==> config.mk <==
export PLATFORM = sky130hd
export DESIGN_NAME = countdown_timer
export DESIGN_NICKNAME = d
export VERILOG_FILES = /design/src/rtl/countdown_timer.sv
export SDC_FILE = /design/constraint.sdc
export NUM_CORES = 1
export LEC_CHECK = 0
export BUFFER_PORTS_ARGS = -buffer_cell sky130_fd_sc_hd__buf_2
export CORE_MARGIN = 2
export CORE_UTILIZATION = 45
export DETAILED_ROUTE_END_ITERATION = 16
export GPL_ROUTABILITY_DRIVEN = 1
export HOLD_SLACK_MARGIN = 0.02
export PLACE_DENSITY = 0.71
export SLEW_MARGIN = 10
export SYNTH_ARGS = -nofsm -noshare
export SYNTH_HDL_FRONTEND = slang
export SYNTH_SLANG_ARGS = --single-unit
export TNS_END_PERCENT = 20
==> constraint.sdc <==
create_clock -name clk_in -period 3.6 [get_ports clk_in]
set_input_delay 0.54 -clock clk_in [delete_from_list [all_inputs] [get_ports clk_in]]
set_output_delay 0.54 -clock clk_in [all_outputs]
set_load 0.01 [all_outputs]
==> src/rtl/countdown_timer.sv <==
// Two-digit BCD countdown timer: slow_clk ticks drive the count down, and a single
// pushbutton starts, pauses, resumes and acknowledges the timer.
module countdown_timer #(
   parameter int unsigned TICKS_PER_STEP = 2
) (
   input  logic       clk_in,
   input  logic       reset_n,
   input  logic       slow_clk,
   input  logic       start_n,
   input  logic [7:0] preset,
   output logic [6:0] HEX1,
   output logic [6:0] HEX0,
   output logic [9:0] LEDR
);

   localparam int unsigned STEP_W = 8;
   localparam logic [STEP_W-1:0] STEP_LAST = STEP_W'(TICKS_PER_STEP - 1);

   typedef enum logic [1:0] {IDLE, RUN, PAUSE, DONE} state_t;

   state_t            state, state_d;
   logic [7:0]        count, count_d, count_dec;
   logic [STEP_W-1:0] step, step_d;
   logic              slow_q;
   logic              start_s1, start_s2, start_h;
   logic              tick_c, press_c;

   // Limit each BCD digit to 9.
   function automatic logic [7:0] bcd_clamp(input logic [7:0] v);
      logic [3:0] t, o;
      t = (v[7:4] > 4'd9) ? 4'd9 : v[7:4];
      o = (v[3:0] > 4'd9) ? 4'd9 : v[3:0];
      return {t, o};
   endfunction

   // Decrement by one BCD unit; 00 stays 00.
   function automatic logic [7:0] bcd_dec(input logic [7:0] v);
      logic [7:0] r;
      if (v == 8'h00)
         r = 8'h00;
      else if (v[3:0] == 4'd0)
         r = {v[7:4] - 4'd1, 4'd9};
      else
         r = {v[7:4], v[3:0] - 4'd1};
      return r;
   endfunction

   function automatic logic [6:0] seg7(input logic [3:0] d);
      logic [6:0] s;
      case (d)
         4'd0:    s = 7'h40;
         4'd1:    s = 7'h79;
         4'd2:    s = 7'h24;
         4'd3:    s = 7'h30;
         4'd4:    s = 7'h19;
         4'd5:    s = 7'h12;
         4'd6:    s = 7'h02;
         4'd7:    s = 7'h78;
         4'd8:    s = 7'h00;
         4'd9:    s = 7'h10;
         default: s = 7'h7F;
      endcase
      return s;
   endfunction

   // Tick edge detect and pushbutton synchronizer with history flop.
   always_ff @(posedge clk_in) begin
      if (!reset_n) begin
         slow_q   <= 1'b0;
         start_s1 <= 1'b1;
         start_s2 <= 1'b1;
         start_h  <= 1'b1;
      end else begin
         slow_q   <= slow_clk;
         start_s1 <= start_n;
         start_s2 <= start_s1;
         start_h  <= start_s2;
      end
   end

   assign tick_c    = slow_clk & ~slow_q;
   assign press_c   = start_h & ~start_s2;
   assign count_dec = bcd_dec(count);

   always_ff @(posedge clk_in) begin
      if (!reset_n) begin
         state <= IDLE;
         count <= 8'h00;
         step  <= '0;
      end else begin
         state <= state_d;
         count <= count_d;
         step  <= step_d;
      end
   end

   always_comb begin
      state_d = state;
      count_d = count;
      step_d  = step;
      case (state)
         IDLE: begin
            count_d = bcd_clamp(preset);
            if (press_c) begin
               count_d = count;
               step_d  = '0;
               state_d = (count == 8'h00) ? DONE : RUN;
            end
         end
         RUN: begin
            // A press in the same cycle as a tick pauses and drops the tick.
            if (press_c) begin
               state_d = PAUSE;
            end else if (tick_c) begin
               if (step == STEP_LAST) begin
                  step_d  = '0;
                  count_d = count_dec;
                  if (count_dec == 8'h00)
                     state_d = DONE;
               end else begin
                  step_d = step + STEP_W'(1);
               end
            end
         end
         PAUSE: begin
            if (press_c)
               state_d = RUN;
         end
         DONE: begin
            count_d = 8'h00;
            if (press_c)
               state_d = IDLE;
         end
         default: state_d = IDLE;
      endcase
   end

   assign HEX1 = seg7(count[7:4]);
   assign HEX0 = seg7(count[3:0]);
   assign LEDR = {state == RUN, state == PAUSE, state == DONE,
                  ((state == DONE) && slow_q) ? 7'h7F : 7'h00};

endmodule

==> results by group, run 1 <==
Run status
  – Status: finished clean

STA
  – Count of final hold-check violations: 0
  – Setup_tns: 0 ps
  – Fin. max-slew vios: 0
  – Final Cycle Share: 81.75%
  – Fmax: 339.8 MHz
  – Min Tclk post-route: 2943 ps
  – Setup violations, final: 0
  – Slew HR: 52.33%
  – RSZ-0062 raised after global routing: no
  – Worst-margin pin slew: 710.8 ps
  – Worst Clk Skew: 6.412 ps

Clock network
  – Worst skew pair latency: 290 ps
  – Total CTS buffers: 5
  – Hold_buf cts: 0
  – CTS resizes: 0
  – Clock Sinks: 36
  – Setup bufs post-CTS: 0
  – TritonCTS clock tree: yes
  – H-tree levels: 2
  – Clk slew on worst S/H paths: 70 ps
  – CTS max path bufs: 2
  – Root buffer cell: clkbuf_8

Detailed routing
  – WL final: 4329 um
  – DR WL/cell: 13.16 um
  – DRC Markers: 0
  – Vias per std cell: 5.602
  – Routed via count: 1843
  – Pre-antenna DRT Iters: 4
  – Initial DRC Count: 110
  – Final antenna-violating net count: 0

Synth
  – Syn avg cell area: 8.530 sq um
  – Fraction of registers with async set or reset after synthesis: 0%
  – Synth Area in Adders: 8.314%
  – Top post-synthesis cells by count: dfxtp_1 (36), nand2_1 (20), inv_1 (19)
  – Simple-Gate Fraction of Synth Area: 19.95%
  – Synth warn: 0
  – Syn_nets: 273
  – Post-synth top area cell: dfxtp_1
  – Largest family of logic cells by synthesized area: compound AO/OA/AOI/OAI gates
  – Gate Count Post-Synth: 247
  – Post-synth top flop: dfxtp_1
  – Sequential-to-total area share from yosys stat: 34.20%
  – Flops & latches, synth: 36
  – Mapped Area: 0.002107 sq mm
  – Post-synthesis mux area share: 5.285%
  – Library cells used by synthesis: 52
  – Synth top area share: 34.20%
  – Synth area leaders: dfxtp_1 (34%), ha_1 (8.3%), mux2i_1 (4.8%), a21oi_1 (3.6%), nand2_1 (3.6%)
  – Compound-Gate Fraction of Synth Area: 21.73%
  – Count leader, synth: dfxtp_1
  – Post-synth EDFFs: 0
  – Post-Synth XOR/XNOR Area: 2.494%

Worst hold path
  – Hold Path End: start_s2$_SDFF_PN1_
  – WHS Path Cells: 1
  – Hold Path Origin: start_s1$_SDFF_PN1_
  – Worst hold path type: reg2reg

Critical path
  – CP Cell Sequence: inv_1, ha_1, or3b_4, a2111oi_0, o21ai_0, a21oi_1, inv_1, ha_1, o21ai_0, o21ai_0
  – Worst EP required: 3770 ps
  – Worst Path Arrival: 3110 ps
  – FF-to-FF setup slack: 660 ps
  – Slowest-stage cell, CP: a2111oi_0
  – Most Frequent Cell on Critical Path: o21ai_0
  – Worst r2r path cells: 10
  – Max incr delay on CP: 460 ps
  – RR Endpoint: HEX0[3]$_DFF_P_
  – Crit. Startpoint: count[0]$_SDFFE_PN0N_
  – CP Capture Type: register
  – Critical Path Start Type: register
  – CP Class: reg2reg
  – CP max FO: 6
  – RR Startpoint: count[0]$_SDFFE_PN0N_

Global route
  – Largest net degree at the start of global routing: 18
  – Vias in the first global route: 1678
  – Global-route wire length before repair: 7596 um
  – Antenna violations before repair: 0
  – Aggregate global-route resource usage: 18.42%
  – Total gr overflow: 0

Final layout
  – Area grow syn2layout: 11.70%
  – Post-route cell area: 0.002354 sq mm
  – N_diodes: 0
  – FILL cells: 410
  – Final Util: 52.96%
  – Final nets: 302
  – Fraction of layout cells with a size suffix above 1: 20.22%

Die
  – Die width: 72.43 um
  – Rows: 24
  – Io pins: 36
  – Core Area: 0.004444 sq mm
  – DIE AREA: 0.005245 sq mm
  – Starting Density: 47.41%
  – DIE HEIGHT: 72.43 um

Placement
  – Routability cong.: 0.9212
  – DPL Wire Length: 3274 um
  – I/O Buffers: 35
  – Placed inst area: 0.002261 sq mm

Power and ir drop
  – Pwr dens: 434.3 mW/mm^2
  – Leakage: 1.108 nW
  – Max VDD drop: 0.2222 mV

Job
  – Max cap viols: 0
layout make-up:
type	count	area (sq um)	share of cell area [%]
timing repair buffer	36	182.7	7.762
multi-input combinational	177	1217	51.73
inverter	20	75.07	3.190
clock buffer	6	82.58	3.509
tap	52	65.06	2.764
clock inverter	2	10.01	0.4253
sequential	36	720.7	30.62
per-layer routing:
layer  track usage [%]  vias up  share of wire [%]
met5                 0        -                  0
met4             7.202        0                2.4
met3             4.722       10                6.0
met2             29.36       62                 47
met1             23.93      850                 45
li1                  -      921                  -
state kept, by name, indices dropped and copies added, names as in the netlist:
name	cells
start_s1	1
HEX1	7
count	8
start_s2	1
HEX0	7
slow_q	1
start_h	1
step	8
state	2
power by group:
part / switching (mW) / internal, mW
clock network: 0.144 / 0.153
registers: 0.0222 / 0.442
logic: 0.148 / 0.113
critical path: cells and delay by family (launching register included):
family                     cells  cell delay, ps
AOI/OAI and AO/OA              5            1220
adders and majority gates      2             570
buffers and inverters          2             230
DFF                            1             340
and+or+nand+nor                1             440
cells by family after synthesis:
| logic type | count (synthesis) |
|---|---|
| multiplexers | 11 |
| XOR/XNOR | 6 |
| AO/OA/AOI/OAI | 67 |
| flip-flops | 36 |
| AND/OR/NAND/NOR | 79 |
| adder cells (fa/ha/maj) | 14 |
| buffers and inverters | 34 |
worst max-delay path by stage:
stage,cells past startpoint,slack [ps],to
finish,10,660,HEX0[3]$_DFF_P_
global route,10,430,HEX0[3]$_DFF_P_
floorplan,10,1060,HEX0[3]$_DFF_P_
global placement,10,760,HEX0[3]$_DFF_P_
CTS,10,660,HEX0[3]$_DFF_P_
detailed placement,10,690,HEX0[3]$_DFF_P_
cell usage in the layout (no fill, tap or decap), types with 3 or more instances in the layout:
master    synthesis  routed
nor3_1            6       6
nor2b_1           3       3
o21a_1            3       3
or3_1             5       5
nand4_1           3       3
and2_1            8       8
nand3_1           6       6
ha_1             14      14
nand2b_1          7       7
o21ai_0          13      13
clkbuf_8          0       6
a211oi_1          3       3
xnor2_1           3       3
inv_1            19      19
o211ai_1          7       7
nor2_1           11      11
nand2_1          20      20
mux2i_1          10      10
a21oi_1          15      15
xor2_1            3       3
buf_2             3      35
dfxtp_1          36      36
a211o_1           4       4
metrics by stage:
stage,cells,hold slack [ps],power [mW],setup slack (ps)
after floorplan,247,386.3,0.6624,1058
after global placement,321,391.0,0.7297,762.9
after detailed placement,321,396.8,0.7347,691.9
after CTS,329,414.2,1.033,657.7
after global routing,329,439.8,1.090,430.0
final,329,412.3,1.022,657.1
Power figures use the tool's default switching activity.
==> inputs of run 2 (changes only) <==
clock period = 3 ns   (was 3.6 ns; I/O delays follow)
==> results by group, run 2 (synthesis gave the netlist of run 1 again) <==
Run status
  – Status: finished clean

Die
  – Starting Density: 47.41%
  – Rows: 24
  – Die width: 72.43 um
  – DIE AREA: 0.005245 sq mm
  – DIE HEIGHT: 72.43 um
  – Core Area: 0.004444 sq mm
  – Io pins: 36

Placement
  – DPL Wire Length: 3342 um
  – I/O Buffers: 35
  – Placed inst area: 0.002291 sq mm
  – Routability cong.: 0.8881

Final layout
  – Fraction of layout cells with a size suffix above 1: 21.71%
  – Most frequent cells in the layout: dfxtp_1 (36), buf_2 (35), nand2_1 (20)
  – Top flop regs: count x8, step x8
  – Final nets: 306
  – Post-route cell area: 0.002394 sq mm
  – N_diodes: 0
  – Final Util: 53.86%
  – Area grow syn2layout: 13.60%
  – Most common cell after layout, fill and taps aside: dfxtp_1

STA
  – Worst Clk Skew: 5.029 ps
  – Fin. max-slew vios: 0
  – Slew HR: 51.22%
  – Count of final hold-check violations: 0
  – RSZ-0062 raised after global routing: no
  – Hold WS: 344.5 ps
  – Final Cycle Share: 93.25%
  – Setup violations, final: 0
  – Worst-margin pin slew: 727.2 ps
  – Setup_tns: 0 ps
  – Fmax: 357.5 MHz
  – Min Tclk post-route: 2797 ps

Clock network
  – Clock Sinks: 36
  – Hold_buf cts: 0
  – Setup bufs post-CTS: 0
  – CTS max path bufs: 2
  – H-tree levels: 2
  – Root buffer cell: clkbuf_8
  – TritonCTS clock tree: yes
  – Clk slew on worst S/H paths: 70 ps
  – CTS resizes: 0
  – Worst skew pair latency: 290 ps
  – Total CTS buffers: 5

Critical path
  – Critical Path Start Type: register
  – Crit. Startpoint: count[0]$_SDFFE_PN0N_
  – CP Class: reg2reg
  – RR Endpoint: HEX0[3]$_DFF_P_
  – Worst r2r path cells: 10
  – Worst Path Arrival: 2960 ps
  – RR Startpoint: count[0]$_SDFFE_PN0N_
  – FF-to-FF setup slack: 200 ps
  – Worst EP required: 3170 ps
  – CP Capture Type: register
  – Critical Path Sink: HEX0[3]$_DFF_P_
  – CP max FO: 6

Power and ir drop
  – Max VDD drop: 0.3098 mV
  – Leakage: 1.123 nW
  – Total power: 1.237 mW
  – Pwr dens: 516.8 mW/mm^2

Global route
  – Aggregate global-route resource usage: 17.65%
  – Largest net degree at the start of global routing: 17
  – Global-route wire length before repair: 7189 um
  – Vias in the first global route: 1600
  – Total gr overflow: 0
  – Antenna violations before repair: 0

Detailed routing
  – DRC Markers: 0
  – Vias per std cell: 5.511
  – Pre-antenna DRT Iters: 4
  – WL final: 4384 um
  – Initial DRC Count: 101
  – DR WL/cell: 13.17 um
  – Routed via count: 1835
  – Final antenna-violating net count: 0

Worst hold path
  – WHS Path Cells: 2
  – Worst hold path type: in2reg

Job
  – Max cap viols: 0
-- run 2: changes by cell type in the layout (fill, tap and decap cells not counted) --
cell / previous run / this run
nor3b_1: 2 / 1
clkbuf_1: 0 / 1
nor3b_2: 0 / 1
clkinv_2: 2 / 0
buf_4: 1 / 5
a21oi_1: 15 / 14
a21oi_2: 2 / 3
clkinvlp_4: 0 / 1
-- run 2: through the flow --
step	std cells	setup slack, ps
detailed placement	325	189.9
global route	333	34.87
CTS	333	159.2
finish	333	202.6
floorplan	247	458.4
global placement	325	210.4
-- run 2: layer usage --
| layer | wire length [um] | vias up | track usage [%] |
|---|---|---|---|
| li1 | - | 934 | - |
| met1 | 2073 | 853 | 22.68 |
| met2 | 2046 | 41 | 28.54 |
| met3 | 201 | 7 | 4.028 |
| met4 | 63 | 0 | 7.407 |
| met5 | 0 | - | 0 |
-- run 2: worst min path at each step --
| stage | startpoint | to | slack (ps) |
|---|---|---|---|
| 2_1_floorplan | start_s1$_SDFF_PN1_ | start_s2$_SDFF_PN1_ | 390 |
| 3_3_place_gp | start_s1$_SDFF_PN1_ | start_s2$_SDFF_PN1_ | 390 |
| 3_5_place_dp | start_s1$_SDFF_PN1_ | start_s2$_SDFF_PN1_ | 390 |
| 4_1_cts | start_n | start_s1$_SDFF_PN1_ | 340 |
| 5_1_grt | start_n | start_s1$_SDFF_PN1_ | 360 |
| 6_report | start_n | start_s1$_SDFF_PN1_ | 340 |
-- run 2: cell type report --
class,instances,area (sq um)
Fill cell,408,2051
Multi-Input combinational cell,177,1226
Sequential cell,36,720.7
Timing Repair Buffer,40,212.7
Clock buffer,7,86.33
Inverter,20,75.07
Tap cell,52,65.06
Clock inverter,1,7.507
-- run 2: power by group --
group	total, mW	internal [mW]	switching, mW
Sequential	0.558	0.531	0.0274
Clock	0.356	0.186	0.169
Combinational	0.323	0.142	0.181
-- run 2: worst max-delay path: stages (launching register included) --
cell       delay (ps)
dfxtp_1           350
inv_1              90
ha_1              280
or3b_4            440
a2111oi_0         400
o21ai_0           230
a21oi_2           240
inv_1             100
ha_1              300
o21ai_0           150
o21ai_0            80
==> inputs of run 3 (changes only) <==
clock period = 3.25 ns   (was 3 ns; I/O delays follow)
==> results by group, run 3 (synthesis gave the netlist of run 1 again) <==
STA
  – Fin. max-slew vios: 0
  – Setup violations, final: 0
  – Setup_tns: 0 ps
  – Worst-margin pin slew: 573.3 ps
  – RSZ-0062 raised after global routing: no
  – Worst Clk Skew: 5.739 ps
  – Fmax: 344.3 MHz
  – Final Cycle Share: 89.37%
  – Count of final hold-check violations: 0
  – Slew HR: 61.61%
  – Min Tclk post-route: 2904 ps

Final layout
  – Fraction of layout cells with a size suffix above 1: 20.79%
  – Final nets: 304
  – Top flop regs: count x8, step x8
  – Post-route cell area: 0.002402 sq mm
  – N_diodes: 0
  – Most common cell after layout, fill and taps aside: dfxtp_1
  – Most frequent cells in the layout: dfxtp_1 (36), buf_2 (35), nand2_1 (20)
  – Area grow syn2layout: 14.01%
  – Post-route insts no fill: 331

Clock network
  – Clk slew on worst S/H paths: 70 ps
  – TritonCTS clock tree: yes
  – Root buffer cell: clkbuf_8
  – CTS max path bufs: 2
  – CTS resizes: 0
  – Hold_buf cts: 0
  – H-tree levels: 2
  – Worst skew pair latency: 290 ps
  – Total CTS buffers: 5
  – Clock Sinks: 36
  – Setup bufs post-CTS: 0

Global route
  – Antenna violations before repair: 0
  – Total gr overflow: 0
  – Vias in the first global route: 1659
  – Largest net degree at the start of global routing: 18
  – Global-route wire length before repair: 7383 um
  – Aggregate global-route resource usage: 17.64%

Placement
  – Placed inst area: 0.002276 sq mm
  – Cell total after placement: 323
  – I/O Buffers: 35
  – DPL Wire Length: 3193 um
  – Routability cong.: 0.8958

Critical path
  – CP Capture Type: register
  – Worst EP required: 3420 ps
  – CP Class: reg2reg
  – Worst Path Arrival: 3070 ps
  – Worst r2r path cells: 10
  – FF-to-FF setup slack: 350 ps
  – CP max FO: 6
  – Critical Path Start Type: register

Detailed routing
  – DR WL/cell: 12.92 um
  – Pre-antenna DRT Iters: 4
  – Initial DRC Count: 103
  – DRC Markers: 0
  – WL final: 4276 um
  – Vias per std cell: 5.435
  – Routed via count: 1799
  – Final antenna-violating net count: 0

Power and ir drop
  – Clk pwr share: 34.8%
  – Sequential share of power: 41.5%
  – Leakage: 1.131 nW
  – Combinational Power Share: 23.7%
  – Sw frac: 28.36%
  – Pwr dens: 516.0 mW/mm^2
  – Sw Pwr: 0.3515 mW
  – Internal power: 0.8880 mW
  – Max VDD drop: 0.2917 mV

Die
  – DIE HEIGHT: 72.43 um
  – Rows: 24
  – DIE AREA: 0.005245 sq mm
  – Starting Density: 47.41%
  – Io pins: 36
  – Core Area: 0.004444 sq mm
  – Die width: 72.43 um

Worst hold path
  – WHS Path Cells: 2
  – Worst hold path type: in2reg

Run status
  – Status: finished clean

Job
  – Max cap viols: 0
[run 3: path summary, 6_finish.rpt]
path	from	endpoint
hold / removal	start_n	start_s1$_SDFF_PN1_
setup / recovery	count[0]$_SDFFE_PN0N_	HEX0[3]$_DFF_P_
setup reg to reg	count[0]$_SDFFE_PN0N_	HEX0[3]$_DFF_P_
hold reg to reg	start_s1$_SDFF_PN1_	start_s2$_SDFF_PN1_
[run 3: worst max-delay path, cell delays in order, from the launching register on]
cell	delay (ps)
dfxtp_1	350
inv_1	80
ha_1	260
or3b_4	440
a2111oi_0	460
o21ai_0	190
a21oi_1	330
inv_1	130
ha_1	300
o21ai_0	150
o21ai_0	90
[run 3: area by class of cell]
cell class                 instances  area (sq um)
fill                             425          2042
multi-input combinational        177          1217
sequential                        36         720.7
timing repair buffer              38         197.7
clock buffer                       7         96.34
inverter                          20         75.07
tap                               52         65.06
clock inverter                     1         30.03
[run 3: per-stage QoR]
stage               hold slack [ps]  power (mW)  util [%]  setup WS (ps)
floorplan                     386.3      0.7338         -          708.4
global placement              391.8      0.8119     51.21          506.1
detailed placement            405.1      0.8157     51.21          425.9
CTS                           383.3       1.249     54.05          384.8
global route                  388.6       1.306     54.05          155.8
finish                        380.3       1.240     54.05          345.6
[run 3: power groups by stage]
stage                     Combinational (mW)  Sequential (mW)  Clock (mW)
after global placement                 0.289            0.523           0
after detailed placement               0.292            0.524           0
after CTS                              0.295            0.514       0.440
after global routing                   0.327            0.520       0.459
final                                  0.294            0.514       0.431
after floorplan                        0.196            0.538           0
[run 3: per-layer routing]
metal	part of all wire, %	up-vias	global-route usage [%]
li1	-	928	-
met5	0	-	0
met4	1.3	0	4.938
met1	45	803	22.14
met3	7.2	7	4.583
met2	46	61	29.97
